--- config.mk ---
export PLATFORM = sky130hd
export DESIGN_NAME = mdu_divider
export DESIGN_NICKNAME = d
export VERILOG_FILES = /design/src/rtl/mdu_pkg.sv /design/src/rtl/mdu_divider_div_step.sv /design/src/rtl/mdu_divider.sv
export SDC_FILE = /design/constraint.sdc
export NUM_CORES = 1
export LEC_CHECK = 0
export CAP_MARGIN = 10
export CORE_MARGIN = 4
export CORE_UTILIZATION = 29
export CTS_CLUSTER_SIZE = 16
export DETAILED_ROUTE_END_ITERATION = 7
export PLACE_DENSITY = 0.56
export REMOVE_ABC_BUFFERS = 1
export SETUP_SLACK_MARGIN = 0.02
export SLEW_MARGIN = 5
export SYNTH_ARGS = -nofsm -noshare
export SYNTH_HDL_FRONTEND = slang
export SYNTH_SLANG_ARGS = --single-unit
--- constraint.sdc ---
create_clock -name clk -period 11.15 [get_ports clk]
set_input_delay 2.23 -clock clk [delete_from_list [all_inputs] [get_ports clk]]
set_output_delay 2.23 -clock clk [all_outputs]
set_load 0.03 [all_outputs]
--- src/rtl/mdu_pkg.sv ---
// Shared types and helpers for the multiply/divide unit.
//   div_state_t : divider FSM states
//   DIV_ITER    : number of restoring iterations for a 32-bit divide
//   abs32       : two's-complement magnitude; 0x80000000 maps to itself,
//                 which is the correct unsigned magnitude
package mdu_pkg;

    typedef enum logic [1:0] {
        DIV_IDLE,
        DIV_RUN,
        DIV_DONE
    } div_state_t;

    localparam int unsigned DIV_ITER = 32;

    function automatic logic [31:0] abs32(input logic [31:0] value);
        return value[31] ? -value : value;
    endfunction

endpackage

--- src/rtl/mdu_divider_div_step.sv ---
// One restoring-division iteration, purely combinational.
//   rem_in   : partial remainder (always < divisor)
//   quo_in   : remaining dividend bits / quotient bits built so far
//   divisor  : divisor magnitude
//   rem_out  : next partial remainder
//   quo_out  : next quotient word (new bit shifted in at the LSB)
module div_step #(
    parameter int unsigned WIDTH = 32
) (
    input  logic [WIDTH-1:0] rem_in,
    input  logic [WIDTH-1:0] quo_in,
    input  logic [WIDTH-1:0] divisor,
    output logic [WIDTH-1:0] rem_out,
    output logic [WIDTH-1:0] quo_out
);

    // One extra bit so the trial subtraction's sign is visible. Because
    // rem_in < divisor, shifted < 2*divisor and the top bit of diff is set
    // exactly when the subtraction would go negative.
    logic [WIDTH:0] shifted;
    logic [WIDTH:0] diff;

    assign shifted = {rem_in, quo_in[WIDTH-1]};
    assign diff    = shifted - {1'b0, divisor};

    always_comb begin
        rem_out = shifted[WIDTH-1:0];
        quo_out = {quo_in[WIDTH-2:0], 1'b0};
        if (!diff[WIDTH]) begin
            rem_out = diff[WIDTH-1:0];
            quo_out = {quo_in[WIDTH-2:0], 1'b1};
        end
    end

endmodule

--- src/rtl/mdu_divider.sv ---
// Iterative DIV/DIVU unit for the execute stage.
// Produces {HI, LO} = {remainder, quotient} 33 cycles after start is taken.
//   clk, rst   : clock, asynchronous active-high reset
//   start      : request a division (only honoured while idle)
//   cancel     : flush/exception abort; wins over start and suppresses done
//   is_signed  : 1 = DIV, 0 = DIVU
//   dividend   : rs operand
//   divisor    : rt operand
//   busy       : stall request while an operation is in flight (RUN/DONE)
//   done       : one-cycle result-valid pulse
//   hilo_we    : HI/LO write enable, identical to done
//   hilo_out   : {remainder, quotient}; updated only when entering DONE
module mdu_divider
    import mdu_pkg::*;
#(
    parameter int unsigned WIDTH = 32,
    parameter int unsigned ITER  = DIV_ITER   // must equal WIDTH
) (
    input  logic                 clk,
    input  logic                 rst,
    input  logic                 start,
    input  logic                 cancel,
    input  logic                 is_signed,
    input  logic [WIDTH-1:0]     dividend,
    input  logic [WIDTH-1:0]     divisor,
    output logic                 busy,
    output logic                 done,
    output logic                 hilo_we,
    output logic [2*WIDTH-1:0]   hilo_out
);

    localparam int unsigned CNT_W = $clog2(ITER);

    div_state_t          state;
    logic [CNT_W-1:0]    cnt;
    logic [WIDTH-1:0]    rem;
    logic [WIDTH-1:0]    quo;
    logic [WIDTH-1:0]    dvs;
    logic [WIDTH-1:0]    orig_dividend;
    logic                neg_quo;
    logic                neg_rem;
    logic                div_zero;
    logic                busy_q;
    logic                done_q;
    logic                hilo_we_q;

    logic [WIDTH-1:0]    rem_nxt;
    logic [WIDTH-1:0]    quo_nxt;
    logic [WIDTH-1:0]    rem_fix;
    logic [WIDTH-1:0]    quo_fix;
    logic                last_step;

    div_step #(
        .WIDTH (WIDTH)
    ) u_div_step (
        .rem_in  (rem),
        .quo_in  (quo),
        .divisor (dvs),
        .rem_out (rem_nxt),
        .quo_out (quo_nxt)
    );

    assign last_step = (cnt == CNT_W'(ITER - 1));

    // Sign fix-up on the final step's output. Magnitudes were divided, so
    // the quotient takes the XOR of the signs and the remainder the sign of
    // the dividend. Divide-by-zero overrides with the architected values.
    always_comb begin
        quo_fix = neg_quo ? -quo_nxt : quo_nxt;
        rem_fix = neg_rem ? -rem_nxt : rem_nxt;
        if (div_zero) begin
            quo_fix = '1;
            rem_fix = orig_dividend;
        end
    end

    always_ff @(posedge clk or posedge rst) begin
        if (rst) begin
            state         <= DIV_IDLE;
            cnt           <= '0;
            rem           <= '0;
            quo           <= '0;
            dvs           <= '0;
            orig_dividend <= '0;
            neg_quo       <= 1'b0;
            neg_rem       <= 1'b0;
            div_zero      <= 1'b0;
            busy_q        <= 1'b0;
            done_q        <= 1'b0;
            hilo_we_q     <= 1'b0;
            hilo_out      <= '0;
        end else begin
            case (state)
                DIV_IDLE: begin
                    done_q    <= 1'b0;
                    hilo_we_q <= 1'b0;
                    if (start && !cancel) begin
                        state         <= DIV_RUN;
                        busy_q        <= 1'b1;
                        cnt           <= '0;
                        rem           <= '0;
                        quo           <= is_signed ? abs32(dividend) : dividend;
                        dvs           <= is_signed ? abs32(divisor) : divisor;
                        orig_dividend <= dividend;
                        neg_quo       <= is_signed && (dividend[WIDTH-1] ^ divisor[WIDTH-1]);
                        neg_rem       <= is_signed && dividend[WIDTH-1];
                        div_zero      <= (divisor == '0);
                    end
                end

                DIV_RUN: begin
                    if (cancel) begin
                        state  <= DIV_IDLE;
                        busy_q <= 1'b0;
                        cnt    <= '0;
                    end else begin
                        rem <= rem_nxt;
                        quo <= quo_nxt;
                        cnt <= cnt + CNT_W'(1);
                        if (last_step) begin
                            state     <= DIV_DONE;
                            done_q    <= 1'b1;
                            hilo_we_q <= 1'b1;
                            hilo_out  <= {rem_fix, quo_fix};
                        end
                    end
                end

                DIV_DONE: begin
                    state     <= DIV_IDLE;
                    busy_q    <= 1'b0;
                    done_q    <= 1'b0;
                    hilo_we_q <= 1'b0;
                    cnt       <= '0;
                end

                default: begin
                    state     <= DIV_IDLE;
                    busy_q    <= 1'b0;
                    done_q    <= 1'b0;
                    hilo_we_q <= 1'b0;
                end
            endcase
        end
    end

    assign busy = busy_q;
    // A flush arriving in the DONE cycle must still block the HI/LO write.
    assign done    = done_q && !cancel;
    assign hilo_we = hilo_we_q && !cancel;

endmodule
==> impl_metrics.env, run 1 <==
export IMPL_grt_max_degree=125
export IMPL_dp_final_hpwl_um=32800
export IMPL_cts_sinks=204
export IMPL_min_to="orig_dividend[2]"
export IMPL_fp_row_count=79
export IMPL_boundaryPins=136
export IMPL_clkTransAtPathRegs_ns=0.06
export IMPL_antenna_found_initial=1
export IMPL_start_util_pct=29.3
export IMPL_cts_buffer_depth=3
export IMPL_dieWidth_um=225
export IMPL_vias=12499
export IMPL_cap_violations=0
export IMPL_r2r_start="quo[31]"
export IMPL_vdd_drop_max_mv=0.193
export IMPL_ys_seq_elements=204
export IMPL_fillers=4853
export IMPL_power_density_nw_per_um2=265
export IMPL_htreeDepth=1
export IMPL_crit_type="reg -> reg"
export IMPL_hold_viol=0
export IMPL_synth_top_cells_by_count="nand2_1, dfrtp_1, o21ai_0, nor2_1, a21oi_1"
export IMPL_cp_max_fo=36
export IMPL_slew_headroom_pct=29.1
export IMPL_cts_setup_buffers=0
export IMPL_cts_resized=0
export IMPL_syn_to_final_growth_pct=20.9
export IMPL_synth_most_common_cell="nand2_1"
export IMPL_port_buffers=135
export IMPL_cp_required_ns=11.63
export IMPL_cts_tree="built"
export IMPL_synth_top_cell_area_share_pct=37.5
export IMPL_die_y_um=225
export IMPL_overflow=0
export IMPL_min_period_ns=6.48
export IMPL_viasPerCell=5.15
export IMPL_wire_per_inst_um=17.8
export IMPL_grt_pass1_wl_um=68100
export IMPL_die_area_um2=50500
export IMPL_status="complete, no violations"
export IMPL_core_um2=46500
export IMPL_end_kind="register"
export IMPL_seq_area_frac_synth_pct=37.5
export IMPL_ant_nets=0
export IMPL_place_ws_ns=4.77
export IMPL_p_leak_nw=7.11
export IMPL_firstDrtPassIters=7
export IMPL_critical_path_arrival_ns=6.97
export IMPL_rsz0062_at_grt="no"
export IMPL_setup_tns_ns=0
export IMPL_startpoint_type="register"
export IMPL_hp_class="reg -> reg"
export IMPL_r2r_end="hilo_out[62]"
export IMPL_synth_main_ff_cell="dfrtp_1"
export IMPL_insertion_delay_ns=0.55
export IMPL_drive_gt1_share_pct=4.95
export IMPL_ys_warn_count=0
export IMPL_yosysTopAreaCell="dfrtp_1"
export IMPL_place_gp_congestion=0.887
export IMPL_async_reset_ff_share_pct=100
export IMPL_syn_inst=1710
export IMPL_drc=0
export IMPL_finClkSkew_ns=0.0207
export IMPL_whs_path_depth=2
export IMPL_fin_crit_sh_pct=58.2
export IMPL_ys_types=75
export IMPL_hold_buffers=0
export IMPL_syn_area_um2=13600
export IMPL_numCtsBuffers=25
export IMPL_synth_area_per_cell_um2=7.97
export IMPL_synth_area_leaders="dfrtp_1, nand2_1, o21ai_0"
export IMPL_grt_usage_pct=16.6
export IMPL_nNetsFinal=1907
export IMPL_rrSetupSlack_ns=4.67
export IMPL_drv_slew=0
export IMPL_totalWireLength_um=43300
export IMPL_worstMarginPinSlew_ns=1.06
export IMPL_clock_fmax_ghz=0.154
export IMPL_first_iter_violations=926
export IMPL_setup_ws_ns=4.67
export IMPL_grt_pass1_vias=12000
export IMPL_synth_edff_count=0
export IMPL_setup_violations=0
export IMPL_hold_start="orig_dividend[2]"
export IMPL_reg2reg_depth=23
export IMPL_clockRootBuffer="clkbuf_16"
## critical path, stage by stage, from the launching register on
cell and delay [ns]:
dfrtp_1 0.37, inv_1 0.07, ha_1 0.23, fa_1 0.42, nand2b_1 0.18, a21oi_1 0.29, o211ai_1 0.30, a21oi_2 0.31
o21a_1 0.50, nor2_4 0.06, buf_4 0.30, inv_1 0.15, buf_4 0.33, nor2_1 0.07, a21oi_1 0.26, ha_1 0.29
nand2_1 0.07, nor3_1 0.15, nand4_1 0.18, a222oi_1 0.60, nand4_1 0.28, or4_1 0.61, a211o_1 0.31, nand3_1 0.07
## sequential cells by signal (all words and copies together) (netlist names)
| register | cells |
|---|---|
| busy | 1 |
| cnt | 5 |
| div_zero | 1 |
| dvs | 32 |
| hilo_out | 64 |
| hilo_we_q | 1 |
| neg_quo | 1 |
| neg_rem | 1 |
| orig_dividend | 32 |
| quo | 32 |
| rem | 32 |
| state | 2 |
## worst max path at each step
stage	start	to	slack [ns]	cells past startpoint
6_report	quo[31]	hilo_out[62]	4.67	23
3_5_place_dp	quo[31]	hilo_out[62]	4.77	23
5_1_grt	quo[31]	hilo_out[62]	4.21	23
4_1_cts	quo[31]	hilo_out[62]	4.73	23
3_3_place_gp	quo[31]	hilo_out[62]	4.93	23
2_1_floorplan	rst	busy	3.35	1
## per-stage QoR
stage               cells  hold slack, ns  util (%)  instance area [µm²]  power, mW
CTS                  2424           0.476      35.5                16500       4.36
detailed placement   2379           0.460      33.5                15500       3.42
floorplan            1616           0.437         -                13200       2.70
finish               2425           0.475      35.5                16500       4.36
global placement     2379           0.454      33.5                15500       3.40
global route         2425           0.492      35.5                16500       4.66
## kinds of logic after synthesis
kind of cell / count (synthesis) / share of synthesized area, %
DFF: 204 / 37.5
muxes: 44 / 3.29
xor gates and xnor gates: 121 / 7.78
adders and majority gates: 39 / 3.64
buffers and inverters: 153 / 4.42
AOI/OAI and AO/OA: 507 / 22.4
and+or+nand+nor: 642 / 21.1
## placed cells by master, fill, tap and decap left out, drive strengths merged, types with 24 or more instances in the layout
| master | instances |
|---|---|
| inv | 63 |
| o21ai | 187 |
| ha | 38 |
| o31ai | 28 |
| clkbuf | 29 |
| nand3 | 34 |
| xor2 | 72 |
| nand2 | 290 |
| clkdlybuf4s50 | 135 |
| nor2 | 157 |
| mux2i | 38 |
| a21oi | 150 |
| nor3 | 29 |
| dfrtp | 204 |
| or3 | 24 |
| xnor2 | 49 |
## metal layers
layer | global-route usage [%] | share of wire (%)
met2 | 27.9 | 47
met4 | 3.74 | 1.7
met3 | 2.18 | 4.7
met5 | 0 | 0
met1 | 22.8 | 46
## cell type report
class	instances	area, µm²	area share [%]
Tap cell	607	759	4.61
Sequential cell	204	5100	31.0
Timing Repair Buffer	156	1510	9.16
Inverter	59	229	1.39
Clock inverter	16	262	1.59
Multi-Input combinational cell	1353	7950	48.2
Clock buffer	29	661	4.01
Antenna cell	1	2.50	0.0152
## power breakdown
group          switching [mW]  internal (mW)  leakage (nW)
Sequential              0.148          0.859          2.67
Clock                   0.352          0.568         0.438
Combinational            1.55          0.885          4.00
(Power assumes the default switching activity.)
==> run 2, diff against run 1 <==
--- a/config.mk
+++ b/config.mk
@@ -10,7 +10,7 @@
 export CORE_UTILIZATION = 29
 export CTS_CLUSTER_SIZE = 16
 export DETAILED_ROUTE_END_ITERATION = 7
-export PLACE_DENSITY = 0.56
+export PLACE_DENSITY = 0.58
 export REMOVE_ABC_BUFFERS = 1
 export SETUP_SLACK_MARGIN = 0.02
 export SLEW_MARGIN = 5
==> constraint.sdc (replaced) <==
create_clock -name clk -period 5.42 [get_ports clk]
set_input_delay 1.084 -clock clk [delete_from_list [all_inputs] [get_ports clk]]
set_output_delay 1.084 -clock clk [all_outputs]
set_load 0.03 [all_outputs]
==> run 2 against run 1 <==
Effect of this change:
- sequential share of layout area is 0.11 points lower
- worst setup slack got worse by 4.3 ns
- via count increased by 0.45%
- core utilization up 0.12 points
- final cell count is 0.62% higher
- power rose by 110%
==> impl_metrics.env, run 2 (synthesis gave the netlist of run 1 again) <==
export IMPL_vias=12555
export IMPL_critPathBufInv=3
export IMPL_startpoint_type="register"
export IMPL_grt_usage_pct=16.8
export IMPL_power_density_nw_per_um2=541
export IMPL_port_buffers=135
export IMPL_die_area_um2=50500
export IMPL_grt_max_degree=141
export IMPL_insertion_delay_ns=0.54
export IMPL_crit_type="reg -> reg"
export IMPL_hp_class="reg -> reg"
export IMPL_critical_path_arrival_ns=5.52
export IMPL_finClkSkew_ns=0.0198
export IMPL_largest_register="hilo_out"
export IMPL_cpLargestDelayFamily="compound AO/OA/AOI/OAI gates"
export IMPL_dpl_cell_count=2394
export IMPL_cp_max_fo=5
export IMPL_first_iter_violations=1061
export IMPL_ant_nets=0
export IMPL_insertedDiodeCount=0
export IMPL_crit_slowest_cell="or4_1"
export IMPL_finalPower_mw=8.95
export IMPL_final_common_cell="nand2_1"
export IMPL_place_gp_congestion=0.911
export IMPL_totalWireLength_um=43600
export IMPL_numCtsBuffers=25
export IMPL_cts_buffer_depth=3
export IMPL_end_kind="register"
export IMPL_fin_crit_sh_pct=93.1
export IMPL_clkTransAtPathRegs_ns=0.06
export IMPL_vdd_drop_max_mv=0.262
export IMPL_cp_required_ns=5.90
export IMPL_boundaryPins=136
export IMPL_antenna_found_initial=0
export IMPL_largest_reg_flops=64
export IMPL_status="complete, no violations"
export IMPL_core_um2=46500
export IMPL_cts_tree="built"
export IMPL_overflow=0
export IMPL_power_frac_seq_pct=23.1
export IMPL_hold_viol=0
export IMPL_setup_violations=0
export IMPL_min_period_ns=5.04
export IMPL_syn_to_final_growth_pct=21.3
export IMPL_p_switching_mw=4.23
export IMPL_die_y_um=225
export IMPL_rsz0062_at_grt="no"
export IMPL_htreeDepth=1
export IMPL_p_leak_nw=7.16
export IMPL_cpPeakStageDelay_ns=0.60
export IMPL_clock_fmax_ghz=0.198
export IMPL_crit_path_cell_trace="inv_1 > ha_1 > fa_1 > nand2b_1 > a21oi_1 > o211ai_1 > a21oi_2 > o21a_1 > nor2_4 > inv_1 > nor2_1 > a21oi_1 > ha_1 > nand2_1 > nor3_1 > nand4_1 > a222oi_1 > buf_4 > nand4_1 > or4_1 > a211o_1 > nand3_1"
export IMPL_instances_no_fill=2440
export IMPL_worstMarginPinSlew_ns=0.996
export IMPL_firstDrtPassIters=6
export IMPL_viasPerCell=5.15
export IMPL_dieWidth_um=225
export IMPL_slew_headroom_pct=33.6
export IMPL_drc=0
export IMPL_hold_buffers=0
export IMPL_p_int_mw=4.72
export IMPL_clockRootBuffer="clkbuf_16"
export IMPL_power_clock_fraction_pct=19.3
export IMPL_mostFrequentLayoutCells="nand2_1, dfrtp_1, o21ai_0"
export IMPL_nNetsFinal=1923
export IMPL_drive_gt1_share_pct=5.73
export IMPL_comb_power_share_pct=57.5
export IMPL_grt_pass1_wl_um=69200
export IMPL_cts_sinks=204
export IMPL_fp_row_count=79
export IMPL_drv_slew=0
export IMPL_cap_violations=0
export IMPL_dp_final_hpwl_um=33100
export IMPL_wire_per_inst_um=17.9
export IMPL_start_util_pct=29.3
export IMPL_grt_pass1_vias=12229
export IMPL_switching_share_pct=47.2
run 2: changes by cell type in the layout (fill, tap and decap cells not counted), sizes merged:
cell and delta:
bufinv -3, clkbuf +8, clkinv +1, inv -3
diode -1, clkinvlp -3, buf +16
run 2: repair_timing:
action,in CTS,in global routing
gates resized for setup,0,5
setup buffers,0,1
hold endpoints to repair,0,0
setup endpoints to repair,0,2
run 2: stage by stage:
stage | utilization (%) | hold slack [ns] | TNS, ns | area (µm²) | setup slack [ns]
after floorplan | - | 0.437 | -257.86 | 13200 | -1.23
after global placement | 33.7 | 0.455 | 0 | 15700 | 0.425
after detailed placement | 33.7 | 0.456 | 0 | 15700 | 0.352
after CTS | 35.5 | 0.470 | 0 | 16500 | 0.331
after global routing | 35.6 | 0.474 | 0 | 16500 | 0.0243
final | 35.6 | 0.469 | 0 | 16500 | 0.375
run 2: per-layer routing:
layer	GRT usage (%)	part of all wire [%]
met4	4.62	2.3
met1	23.5	47
met5	0	0
met3	2.39	5.5
met2	27.2	46
run 2: area by class of cell:
class	count	area [µm²]
Clock buffer	37	711
Multi-Input combinational cell	1353	7960
Fill cell	4873	29900
Sequential cell	204	5100
Timing Repair Buffer	172	1640
Clock inverter	8	121
Inverter	59	229
Tap cell	607	759
run 2: worst register-to-register path, delay by kind of cell (launching register included):
kind | cells | cell delay, ns
AOI/OAI and AO/OA | 7 | 1.75
adders and majority gates | 3 | 0.90
buffers and inverters | 3 | 0.41
DFF | 1 | 0.37
and+or+nand+nor | 9 | 1.58
run 2: worst paths after layout:
path | startpoint | end | slack, ns | cells after the start
setup reg to reg | quo[31] | hilo_out[62] | 0.38 | 22
setup / recovery | quo[31] | hilo_out[62] | 0.38 | 22
max in group asynchronous | rst | cnt[1] | 3.32 | 3
hold / removal | orig_dividend[10] | orig_dividend[10] | 0.47 | 2
hold reg to reg | orig_dividend[10] | orig_dividend[10] | 0.47 | 2
min in group asynchronous | rst | hilo_out[5] | 1.19 | 2
run 2: power groups by stage:
| stage | logic, mW | registers [mW] | clock network, mW |
|---|---|---|---|
| 2_1_floorplan | 3.57 | 1.99 | 0 |
| 5_1_grt | 5.67 | 2.10 | 1.84 |
| 4_1_cts | 5.07 | 2.06 | 1.77 |
| 3_5_place_dp | 5.04 | 2.09 | 0 |
| 6_report | 5.15 | 2.07 | 1.73 |
| 3_3_place_gp | 5.03 | 2.07 | 0 |
